$ cat src/rtl/clock_generator_pkg.sv
// Shared constants for the SAP-1 clock generator: FSM state codes and speed width.
package clock_generator_pkg;

   localparam int SPEED_BITS = 2;

   typedef enum logic [2:0] {
      CLK_ST_STOPPED  = 3'd0,
      CLK_ST_RUNNING  = 3'd1,
      CLK_ST_STOPPING = 3'd2,
      CLK_ST_STEP_HI  = 3'd3,
      CLK_ST_STEP_LO  = 3'd4
   } clk_state_e;

endpackage

$ cat src/rtl/clock_generator_button_debounce.sv
// Pushbutton conditioner: 2-FF synchroniser, stability counter, and a one-cycle
// press pulse on each accepted 0->1 level change.
module button_debounce #(
   parameter int DEBOUNCE_CYCLES = 500000,
   parameter int CNT_W           = 25
) (
   input  logic i_clk,
   input  logic i_rst_n,
   input  logic i_btn,
   output logic o_press
);

   localparam logic [CNT_W-1:0] LP_LAST = CNT_W'(DEBOUNCE_CYCLES - 1);

   logic [1:0]       r_sync;
   logic             r_level;
   logic             r_press;
   logic [CNT_W-1:0] r_cnt;

   // The level only moves after r_sync[1] has disagreed with it for
   // DEBOUNCE_CYCLES consecutive cycles; any agreement restarts the count.
   always_ff @(posedge i_clk or negedge i_rst_n) begin
      if (!i_rst_n) begin
         r_sync  <= 2'b00;
         r_level <= 1'b0;
         r_press <= 1'b0;
         r_cnt   <= '0;
      end else begin
         r_sync  <= {r_sync[0], i_btn};
         r_press <= 1'b0;
         if (r_sync[1] == r_level) begin
            r_cnt <= '0;
         end else if (r_cnt >= LP_LAST) begin
            r_cnt   <= '0;
            r_level <= r_sync[1];
            r_press <= r_sync[1];
         end else begin
            r_cnt <= r_cnt + CNT_W'(1);
         end
      end
   end

   assign o_press = r_press;

endmodule

$ cat src/rtl/clock_generator.sv
// SAP-1 system clock: run/stop, single-step and four-speed divider driven by
// debounced pushbuttons, with a registered, glitch-free clk output.
module clock_generator
   import clock_generator_pkg::*;
#(
   parameter int DEBOUNCE_CYCLES = 500000,
   parameter int DIV0            = 25000000,
   parameter int DIV1            = 2500000,
   parameter int DIV2            = 250000,
   parameter int DIV3            = 25,
   parameter int CNT_W           = 25
) (
   input  logic                  clk_i,
   input  logic                  rst_i,
   input  logic                  clk_start_stop_i,
   input  logic                  clk_step_i,
   input  logic                  clk_speed_i,
   output logic                  clk,
   output logic                  clk_rise,
   output logic                  running,
   output logic [SPEED_BITS-1:0] speed,
   output clk_state_e            dbg_state
);

   localparam logic [CNT_W-1:0] LP_LAST0 = CNT_W'(DIV0 - 1);
   localparam logic [CNT_W-1:0] LP_LAST1 = CNT_W'(DIV1 - 1);
   localparam logic [CNT_W-1:0] LP_LAST2 = CNT_W'(DIV2 - 1);
   localparam logic [CNT_W-1:0] LP_LAST3 = CNT_W'(DIV3 - 1);

   logic                  w_ss_press;
   logic                  w_step_press;
   logic                  w_speed_press;
   logic [CNT_W-1:0]      w_last;
   logic                  w_term;

   clk_state_e            r_state;
   logic [CNT_W-1:0]      r_cnt;
   logic                  r_clk;
   logic                  r_clk_rise;
   logic [SPEED_BITS-1:0] r_speed;

   button_debounce #(.DEBOUNCE_CYCLES(DEBOUNCE_CYCLES), .CNT_W(CNT_W)) u_db_ss (
      .i_clk(clk_i), .i_rst_n(rst_i), .i_btn(clk_start_stop_i), .o_press(w_ss_press)
   );
   button_debounce #(.DEBOUNCE_CYCLES(DEBOUNCE_CYCLES), .CNT_W(CNT_W)) u_db_step (
      .i_clk(clk_i), .i_rst_n(rst_i), .i_btn(clk_step_i), .o_press(w_step_press)
   );
   button_debounce #(.DEBOUNCE_CYCLES(DEBOUNCE_CYCLES), .CNT_W(CNT_W)) u_db_speed (
      .i_clk(clk_i), .i_rst_n(rst_i), .i_btn(clk_speed_i), .o_press(w_speed_press)
   );

   always_comb begin
      w_last = LP_LAST0;
      case (r_speed)
         2'd1:    w_last = LP_LAST1;
         2'd2:    w_last = LP_LAST2;
         2'd3:    w_last = LP_LAST3;
         default: w_last = LP_LAST0;
      endcase
   end

   // >= rather than == so a mid-phase switch to a faster speed ends the phase at once.
   assign w_term = (r_cnt >= w_last);

   always_ff @(posedge clk_i or negedge rst_i) begin
      if (!rst_i) begin
         r_state    <= CLK_ST_STOPPED;
         r_cnt      <= '0;
         r_clk      <= 1'b0;
         r_clk_rise <= 1'b0;
         r_speed    <= '0;
      end else begin
         r_clk_rise <= 1'b0;
         if (w_speed_press) r_speed <= r_speed + SPEED_BITS'(1);
         case (r_state)
            CLK_ST_STOPPED: begin
               r_cnt <= '0;
               r_clk <= 1'b0;
               if (w_ss_press) begin
                  r_state <= CLK_ST_RUNNING;
               end else if (w_step_press) begin
                  r_state    <= CLK_ST_STEP_HI;
                  r_clk      <= 1'b1;
                  r_clk_rise <= 1'b1;
               end
            end
            CLK_ST_RUNNING: begin
               r_cnt <= w_term ? '0 : r_cnt + CNT_W'(1);
               // A stop landing on the high-phase terminal ends that phase now.
               if (w_ss_press && (!r_clk || w_term)) begin
                  r_state <= CLK_ST_STOPPED;
                  r_cnt   <= '0;
                  r_clk   <= 1'b0;
               end else if (w_ss_press) begin
                  r_state <= CLK_ST_STOPPING;
               end else if (w_term) begin
                  r_clk      <= ~r_clk;
                  r_clk_rise <= ~r_clk;
               end
            end
            CLK_ST_STOPPING: begin
               r_cnt <= w_term ? '0 : r_cnt + CNT_W'(1);
               if (w_term) begin
                  r_clk   <= 1'b0;
                  r_state <= CLK_ST_STOPPED;
               end
            end
            CLK_ST_STEP_HI: begin
               r_cnt <= w_term ? '0 : r_cnt + CNT_W'(1);
               if (w_term) begin
                  r_clk   <= 1'b0;
                  r_state <= CLK_ST_STEP_LO;
               end
            end
            CLK_ST_STEP_LO: begin
               r_cnt <= w_term ? '0 : r_cnt + CNT_W'(1);
               if (w_term) r_state <= CLK_ST_STOPPED;
            end
            default: begin
               r_state <= CLK_ST_STOPPED;
               r_cnt   <= '0;
               r_clk   <= 1'b0;
            end
         endcase
      end
   end

   assign clk       = r_clk;
   assign clk_rise  = r_clk_rise;
   assign speed     = r_speed;
   assign running   = (r_state == CLK_ST_RUNNING) || (r_state == CLK_ST_STOPPING);
   assign dbg_state = r_state;

endmodule

$ cat config.mk
export PLATFORM = sky130hd
export DESIGN_NAME = clock_generator
export DESIGN_NICKNAME = d
export VERILOG_FILES = /design/src/rtl/clock_generator_pkg.sv /design/src/rtl/clock_generator_button_debounce.sv /design/src/rtl/clock_generator.sv
export SDC_FILE = /design/constraint.sdc
export NUM_CORES = 1
export LEC_CHECK = 0
export ABC_AREA = 1
export CAP_MARGIN = 20
export CORE_ASPECT_RATIO = 1.2
export CORE_MARGIN = 8
export CORE_UTILIZATION = 24
export CTS_BUF_LIST = sky130_fd_sc_hd__clkbuf_4 sky130_fd_sc_hd__clkbuf_8
export DETAILED_ROUTE_END_ITERATION = 12
export DONT_BUFFER_PORTS = 1
export GPL_TIMING_DRIVEN = 0
export HOLD_SLACK_MARGIN = 0.1
export PLACE_DENSITY_LB_ADDON = 0.15
export SYNTH_ARGS = -nofsm -noshare
export SYNTH_HDL_FRONTEND = slang
export SYNTH_HIERARCHICAL = 1
export SYNTH_SLANG_ARGS = --single-unit
$ cat constraint.sdc
create_clock -name clk_i -period 6.24 [get_ports clk_i]
set_input_delay 1.56 -clock clk_i [delete_from_list [all_inputs] [get_ports clk_i]]
set_output_delay 1.56 -clock clk_i [all_outputs]
set_load 0.05 [all_outputs]
==> run metrics <==
status completed; num rows between 60 and 70; post-synth top area share 0.433; final instance area a little under 8000 sq um; Die H approximately 200 microns; Max VDD drop 148 uV; final setup vio count 0; Initial DRC Count roughly 210; Gate Count Post-Synth approximately 860; leakage approximately 3.4 nW; Post-CTS Hold Fix Bufs 0; Placed Cells 1255; DR WL met2 7.36 mm; drt wl/cell about 12 microns; Rel. slew slack 0.462; I/O Pins 13; max layer used met4; Clk pwr share 0.358; number of synthesized flops with an enable pin 0; R2R cell count 16; I/O Buffers 0; Min-Delay Path Class reg2reg; Setup Total Neg Slack 0 ps; max capacitance violation total 0; WHS Path Cells 0; ratio of cells with drive above 1 in the final layout 0.153; CP max stage cell dfrtp_1; Sw Pwr about 0.81 mW; Root Buffer clkbuf_8; total track usage 0.0993; top_reg_cell synth dfrtp_1; antenna cells 0; Die Area 34300 sq um; Final nets a little over 900; Pint about 1.4 mW; Final min period approximately 3500 ps; Via Count roughly 5200; routability cong. 0.761; CTS Buf Count 17; count of final max-slew check failures 0; Synth Warn # 6; R2R Path End r_cnt[21]$_DFF_PN0_; number of synthesized register bits approximately 120; worst hold endpoint u_db_ss/r_sync[1]$_DFF_PN0_; part of the power in registers 0.414; combinational group share of total power 0.228; sw frac 0.363; Max stage delay on crit path roughly 750 ps; pwr dens approximately 280 nW/um^2; kind of critical path reg2out; HPWL after detailed placement roughly 11 mm; DR DRC count 0; Final Non-Filler Cells roughly 1300; final hold viol count 0; ys async rst share 1.00; ranking of synthesized cells by area dfrtp_1 43%, nand2_1 9.5%, nor2_1 7.0%; clock buffer depth 2; actual slew at the worst max-slew pin between 800 and 900 ps; Clk Latency, worst-skew pair 450 ps; period utilisation layout 0.567; synthesized cell area 6880 sq um; clk_skew about 9 ps; met1 wire length 7.35 mm; starting density of the core 0.241; fmax around 0.28 GHz; met3 routed WL 616 microns; Post-DP Area 7410 sq um; Setup crit end kind primary output; first-pass GRT wire length approximately 27 mm; unrepaired setup endpoints after global routing no; Detailed Routing Iterations Pass 1 4; Worst Hold Launch u_db_ss/r_sync[0]$_DFF_PN0_; largest net degree at the start of global routing 120; cell taking the most area after synthesis dfrtp_1; Post-CTS Setup Repair Bufs 0; post-CTS resize count 0; clk sink count around 120; routed wire length approximately 16 mm; Req. time, crit path between 4000 and 5000 ps; Synth cell types 34; Layout area overhead 14.3%; total gr overflow 0; DRT antenna net count 0; CTS H-tree lvls 4; end-of-flow core utilization 0.276; Syn Area/Cell 8.04 sq um; Worst Setup Start Kind flip-flop; initial antenna violation count 0; data arrival time of the worst path just under 2000 ps; Worst-path clk slew around 80 ps; Vias per Instance just over 4; vias in the first global route around 5500; synth cell count leaders 174 x nand2_1, 128 x nor2_1, 119 x dfrtp_1, 105 x inv_1, 57 x nor2_2; Worst Path Max Fanout 6; Die X about 170 microns; Seq/Total Area, Yosys 0.433; TritonCTS clock tree done; Reg2Reg Launch Point speed[1]$_DFFE_PN0P_; most frequent cell after synthesis nand2_1; R2R Setup Slk just over 3000 ps; CORE AREA approximately 29000 sq um; worst-path cell chain inv_1, nand2_1, nor2_1, inv_1, nand2_1
## cells in the final DEF (no fill, tap or decap), types with 3 or more instances in the layout
cell type	n
o21ai_1	4
xnor2_1	11
nor3_2	4
clkbuf_8	18
o31ai_1	3
xor2_1	43
ha_1	27
clkinvlp_4	3
o21bai_1	3
nand2_1	174
nand4_1	29
inv_2	12
inv_1	105
nor3_1	23
a21oi_1	9
dfrtp_1	119
nand3_1	52
nand3_4	3
clkinv_4	5
o21ai_0	9
bufinv_16	4
nand2_2	12
conb_1	18
buf_8	3
nor2_4	7
nor2_2	57
nor2_1	128
## state kept, by name (all words and copies together), names as in the netlist
| signal | flops |
|---|---|
| u_db_speed/o_press | 1 |
| u_db_ss/r_sync | 2 |
| u_db_speed/r_level | 1 |
| clk_rise | 1 |
| r_cnt | 25 |
| u_db_ss/r_level | 1 |
| u_db_step/r_sync | 2 |
| clk | 1 |
| u_db_speed/r_cnt | 25 |
| u_db_ss/o_press | 1 |
| u_db_step/r_cnt | 25 |
| u_db_speed/r_sync | 2 |
| dbg_state | 3 |
| speed | 2 |
| u_db_ss/r_cnt | 25 |
| u_db_step/r_level | 1 |
| u_db_step/o_press | 1 |
## kinds of logic after synthesis
family          after synthesis  share of synthesized area
flops                       119                      0.433
compound gates               34                     0.0315
other cells                   3                    0.00164
buf+inv                     122                     0.0737
simple gates                496                      0.342
xor+xnor                     54                     0.0688
fa+ha+maj                    27                     0.0491
## power by group through the flow
| stage | combinational, mW | clock (mW) | sequential, mW |
|---|---|---|---|
| 3_3_place_gp | 0.522 | 0 | 0.940 |
| 5_1_grt | 0.590 | 0.872 | 0.935 |
| 6_report | 0.508 | 0.797 | 0.921 |
| 3_5_place_dp | 0.520 | 0 | 0.941 |
| 2_1_floorplan | 0.405 | 0 | 0.917 |
| 4_1_cts | 0.525 | 0.843 | 0.925 |
## metrics by stage
stage	hold slack [ps]	setup WS (ps)	power [mW]
2_1_floorplan	331	3360	1.32
3_3_place_gp	334	3040	1.46
3_5_place_dp	340	3030	1.46
4_1_cts	358	2610	2.29
5_1_grt	368	2500	2.40
6_report	355	2700	2.23
## worst max-delay path, delay by kind of cell (launching register included)
family	cells	cell delay [ps]
flip-flops	1	750
AND/OR/NAND/NOR	3	500
buffers and inverters	2	270
## layout make-up
type / count / area, sq um
Fill cell: 3086 / 20600
Clock inverter: 14 / 200
Multi-Input combinational cell: 629 / 3450
Sequential cell: 119 / 2980
Tap cell: 385 / 482
Clock buffer: 18 / 248
Buffer: 5 / 67.6
Inverter: 117 / 439
## how the worst max path moves through the flow
stage	slack [ps]	endpoint	from
2_1_floorplan	3360	running	dbg_state[2]$_DFFE_PN0P_
3_5_place_dp	3030	r_cnt[20]$_DFF_PN0_	speed[1]$_DFFE_PN0P_
3_3_place_gp	3040	r_cnt[17]$_DFF_PN0_	speed[1]$_DFFE_PN0P_
5_1_grt	2500	running	dbg_state[2]$_DFFE_PN0P_
4_1_cts	2610	running	dbg_state[2]$_DFFE_PN0P_
6_report	2700	running	dbg_state[2]$_DFFE_PN0P_
## metal layers
metal,track usage,up-vias
li1,-,2741
met5,0,-
met4,0.0405,0
met2,0.161,44
met3,0.0276,13
met1,0.122,2436
(Power assumes the default switching activity.)
